File: config.mk
export PLATFORM = sky130hd
export DESIGN_NAME = serializer
export DESIGN_NICKNAME = d
export VERILOG_FILES = /design/src/rtl/serializer.sv
export SDC_FILE = /design/constraint.sdc
export NUM_CORES = 1
export LEC_CHECK = 0
export CAP_MARGIN = 20
export CORE_MARGIN = 4
export CORE_UTILIZATION = 50
export CTS_CLUSTER_DIAMETER = 80
export CTS_CLUSTER_SIZE = 25
export DETAILED_ROUTE_END_ITERATION = 8
export PLACE_DENSITY = 0.81
export SYNTH_ARGS = -nofsm -noshare
export SYNTH_HDL_FRONTEND = slang
export SYNTH_SLANG_ARGS = --single-unit
File: constraint.sdc
create_clock -name clk -period 2 [get_ports clk]
set_input_delay 0.4 -clock clk [delete_from_list [all_inputs] [get_ports clk]]
set_output_delay 0.4 -clock clk [all_outputs]
set_load 0.1 [all_outputs]
File: src/rtl/serializer.sv
// serializer: wide-to-narrow valid/ready converter, most-significant chunk first.
// Ports: clk, rst (sync, active high); in_valid/in_ready/in_data[INWIDTH] wide input;
// out_valid/out_ready/out_data[OUTWIDTH] narrow output; out_last marks each word's
// final chunk and exists only when SERIALIZER_LAST_EN is defined.
module serializer #(
  parameter int INLOGBITS  = 6,
  parameter int OUTLOGBITS = 3
) (
  input  logic                        clk,
  input  logic                        rst,
  input  logic                        in_valid,
  output logic                        in_ready,
  input  logic [(1<<INLOGBITS)-1:0]   in_data,
  output logic                        out_valid,
  input  logic                        out_ready,
`ifdef SERIALIZER_LAST_EN
  output logic                        out_last,
`endif
  output logic [(1<<OUTLOGBITS)-1:0]  out_data
);
  localparam int INWIDTH    = 1 << INLOGBITS;
  localparam int OUTWIDTH   = 1 << OUTLOGBITS;
  localparam int LOGBITDIFF = INLOGBITS - OUTLOGBITS;
  localparam logic [LOGBITDIFF-1:0] MAXCNT = '1;
  logic [INWIDTH-1:0]    sreg;
  logic [LOGBITDIFF-1:0] cnt;
  logic                  full;
  logic                  last;
  logic                  in_xfer;
  logic                  out_xfer;
  always_comb begin
    last      = full && cnt == MAXCNT;
    out_valid = full;
    out_data  = sreg[INWIDTH-1 -: OUTWIDTH];
    in_ready  = !full || (cnt == MAXCNT && out_ready);
    in_xfer   = in_valid && in_ready;
    out_xfer  = full && out_ready;
  end
`ifdef SERIALIZER_LAST_EN
  assign out_last = last;
`endif
  // A new word wins over the final shift; cnt wraps to 0 on the last chunk.
  always_ff @(posedge clk) begin
    if (rst) begin
      sreg <= '0;
      cnt  <= '0;
      full <= 1'b0;
    end else if (in_xfer) begin
      sreg <= in_data;
      cnt  <= '0;
      full <= 1'b1;
    end else if (out_xfer) begin
      sreg <= sreg << OUTWIDTH;
      cnt  <= cnt + 1'b1;
      full <= !last;
    end
  end
endmodule

Word-level counts from Yosys, hierarchy flattened:

Cells that the tools add are included.

* $add $sub $neg: 1
* equal/unequal tests: 1
* mux-type cells: 4
* reductions and logical operators: 9

Operators by type and width (count)
* 2-to-1 mux 64 bit: 2
* logical AND 1 bit: 4
* adder 3 x 1 -> 3 bit (second input constant): 1
* equality test 3 bit (second input constant): 1
* zero test 1 bit: 2
* 2-to-1 mux 1 bit: 2
* nonzero test 2 bit: 1
* OR reduction 2 bit: 1
* logical OR 1 bit: 1

* bits in registers: 68
* input port bits: 68

Logic depth before layout (Yosys ltp):

Gate-level depths: netlist of run 1.

* depth after elaboration: 5
* depth in mapped cells: 9
* mapped depth without buffers: 5

Worst setup path before layout of run 1:

OpenSTA, ideal clock, no wires.

* path type: reg-to-reg
* start: register full (netlist: out_valid)
* end: register sreg[36]
* buffers on the path: 2
* path slack: -737 ps
* arrival time: 2656 ps
* cell stages (with the launch flop): 6
* data required time: 1919 ps
* path through: dfxtp_1 -> a21bo_1 -> clkbuf_1 -> clkbuf_1 -> a221oi_1 -> a211oi_2

* word-level cells in the longest chain between the ends: 4
* elaborated cells between the ends (all ways): 6

RTL lines
* from (decl): RTL line 27 `logic full;`
* from (signal assigned): RTL line 55 `full <= !last;`
* zero test 1 bit (*): RTL line 35 `in_ready = !full || (cnt == MAXCNT && out_ready);`
* logical OR 1 bit (*): RTL line 35
* via in_ready: RTL line 12 `output logic in_ready,`
* logical AND 1 bit (*): RTL line 36 `in_xfer = in_valid && in_ready;`
* 2-to-1 mux 64 bit or nonzero test 2 bit (tied branches)
* to (signal assigned): RTL line 49 `sreg <= in_data;`
* to (signal assigned): RTL line 53 `sreg <= sreg << OUTWIDTH;`
* to (decl): RTL line 25 `logic [INWIDTH-1:0] sreg;`

The timed path passes the listed nets; every way through them passes the cells marked *.
A chain may end at the register's enable or synchronous reset.

Final worst setup path of run 1:

* start: register cnt[0]
* end: output in_ready

* word-level cells in the longest chain between the ends: 3

RTL lines
* from (decl): RTL line 26 `logic [LOGBITDIFF-1:0] cnt;`
* from (signal assigned): RTL line 54 `cnt <= cnt + 1'b1;`
* equality test 3 bit: RTL line 35
* logical AND 1 bit: RTL line 35
* logical OR 1 bit: RTL line 35
* to (decl): RTL line 12

Every way passes these cells.

==> results of run 1 <==
[final timing paths]
kind	startpoint	to	slack (ns)
setup / recovery	cnt[0]	in_ready	0.05
setup reg to reg	cnt[0]	sreg[63]	0.18
hold / removal	sreg[3]	sreg[3]	0.49
hold reg to reg	sreg[3]	sreg[3]	0.49
[layer usage]
| layer | global-route usage, % | routed length [um] | vias to the layer above |
|---|---|---|---|
| li1 | - | - | 1478 |
| met4 | 9.337 | 174 | 0 |
| met3 | 3.285 | 590 | 16 |
| met5 | 0 | 0 | - |
| met2 | 34.44 | 4095 | 126 |
| met1 | 28.46 | 3621 | 1484 |
[layout make-up]
type / instances / share of cell area (%)
Clock buffer: 12 / 3.377
Sequential cell: 68 / 31.79
Timing Repair Buffer: 95 / 22.13
Tap cell: 77 / 2.242
Clock inverter: 3 / 0.3493
Inverter: 58 / 5.066
Multi-Input combinational cell: 190 / 35.05
[what timing repair did]
item | in CTS | in global routing
resized for setup | 0 | 4
endpoints found under the hold margin | 0 | 0
pin swaps | 1 | 1
endpoints found under the setup margin | 1 | 1
setup buffers | 1 | 1
cloned | 0 | 1
[cells by family after synthesis]
family          Yosys count  synth area share (%)
mux                       2                0.6018
compound gates          123                 31.74
fa+ha+maj                 2                0.7520
simple gates             62                 11.47
xor+xnor                  1                0.2633
flops                    68                 40.92
buf+inv                 112                 14.25
[worst reg2reg max path: stages, from the launching register on]
cell,delay (ns)
dfxtp_2,0.33
ha_2,0.18
ha_2,0.17
a21bo_4,0.23
buf_4,0.15
and2_2,0.21
buf_4,0.20
a211oi_1,0.27
[placed cells by master (no fill, tap or decap), types with 2 or more instances in the layout]
cell and n:
clkdlybuf4s50_1 65, buf_4 22, clkbuf_8 10, and3_1 57, inv_1 58, buf_12 5, nor3_1 3, a211oi_1 46
mux2i_1 2, buf_2 2, ha_2 2, dfxtp_1 66, clkinv_2 3, clkbuf_1 2, a211oi_2 10, a22o_1 8
a221oi_1 56
[flip-flops by register name, summed over array words and instances, names as in the netlist]
signal / cells
cnt: 3
out_valid: 1
sreg: 64
[through the flow]
stage	utilization [%]	cells	hold slack, ns
floorplan	-	370	0.4411
CTS	66.22	501	0.4804
global placement	63.61	485	0.4583
detailed placement	63.61	485	0.4645
finish	66.92	503	0.4866
global route	66.92	503	0.4813
[where the power goes]
part	switching, uW	internal [uW]	leakage [uW]
sequential	68.5	1460	0.000563
clock	496	472	0.0000860
combinational	378	333	0.00134
total	942	2270	0.00199
==> out/metrics.cfg, run 1 <==
[pwr]
ir_worst_vdd_uv=453.5
p_total_uw=3208
leakagePower_uw=0.001986
powerDensity_nw_per_um2=746.3

[timing]
maxSlewViolCount=0
finalSetupTns_ns=0
min_period_over_period_pct=97.38
rsz0062_at_grt=false
fmax_mhz=513.5
finalSetupViolCount=0
fin_skew_ns=0.01082
min_period_ns=1.948
slew_headroom_pct=54.55
finalHoldViolCount=0
layout_setup_ws_ns=0.05240
tightestPinTransition_ns=0.6818

[worst_setup_path]
reg2regPathDepth=7
cpPeakStageDelay_ns=0.33
arrival_ns=1.55
cpMaxStageDelayCell=dfxtp_2
worstPathMaxFanout=11
cp_num_buf_inv=2
cp.depth=5
path_delay_family=adder cells
critPathKind=flop to output port
path_cells=ha_2 -> ha_2 -> a21bo_4 -> buf_12 -> buf_12
cp-end-kind=output port
worst_ep_required_time_ns=1.60
start_kind=flop

[drt]
drtIter0Drc=282
via_per_inst=6.171
vias=3104
wirelength_um=8482
drcViolationCount=0
antenna_left=0
dr.pass1.iters=4
drt-wirelength-per-cell_um=16.86

[finish]
layout-drive-gt1-share_pct=14.08
postLayoutCellArea_um2=4298
syn_to_final_growth_pct=29.18
multiInputGateArea_um2=1506
fillCellCount=537
layout.nets=492
seq_area_um2=1366
diodes=0

[synthesis]
synth_top_area_share_pct=40.92
yosysSeqAreaShare_pct=40.92
ys_async_sr_fraction_pct=0
ys_seq_elements=68
ys_warn_count=0
synth_flop_cell=dfxtp_1
synth_most_common_cell=dfxtp_1
yosysTopAreaCell=dfxtp_1
synthesis.nets=440
synth-edff-count=0
synth_area_um2=3327
netlist_top_cells_area=dfxtp_1 41%, a221oi_1 15%, and3_1 11%, a211oi_1 10%, inv_1 6.5%
synth_cells=370
synthTopCellsByCount=68 x dfxtp_1, 58 x inv_1, 57 x and3_1
syn_area_per_cell_um2=8.992
yosys.cell_types.count=21

[grt]
antenna_found_initial=0
grt_pass1_vias=2873
grtUsageTotal_pct=21.40
grt_max_degree=61
grt_overflow=0
grt_pass1_wl_um=13460

[clocking]
cts_tree=done
numClockSinks=68
clkTransAtPathRegs_ns=0.07
cts_max_level=3
cts.path.max_buffers=2
ctsRootBufferMaster=clkbuf_8
ctsHoldBuffers=0
clock_latency_ns=0.34
cts_buffers=9

[worst_hold_path]
min_path_cells=1
hold_path.class=flop to flop

[run]
drv_cap=0

[placement]
place_area_um2=4085
gp_congestion=0.8341
io_buffer_count=77
hpwl_um=5558
dp_slack_ns=0.03052

[floorplanning]
fp.dieArea_um2=8023
die_h_um=89.57
core_um2=6422
start_util_pct=51.80
io_pins=78
die_w_um=89.57
std_cell_rows=29

[outcome]
outcome=completed

Note: power is estimated with default switching activity, not from simulation.
==> run 2, diff against run 1 <==
CTS_CLUSTER_DIAMETER = 60   (was 80)
==> results of run 2 <==
Same layout as run 1: the final DEF is identical, and so are final timing and power.
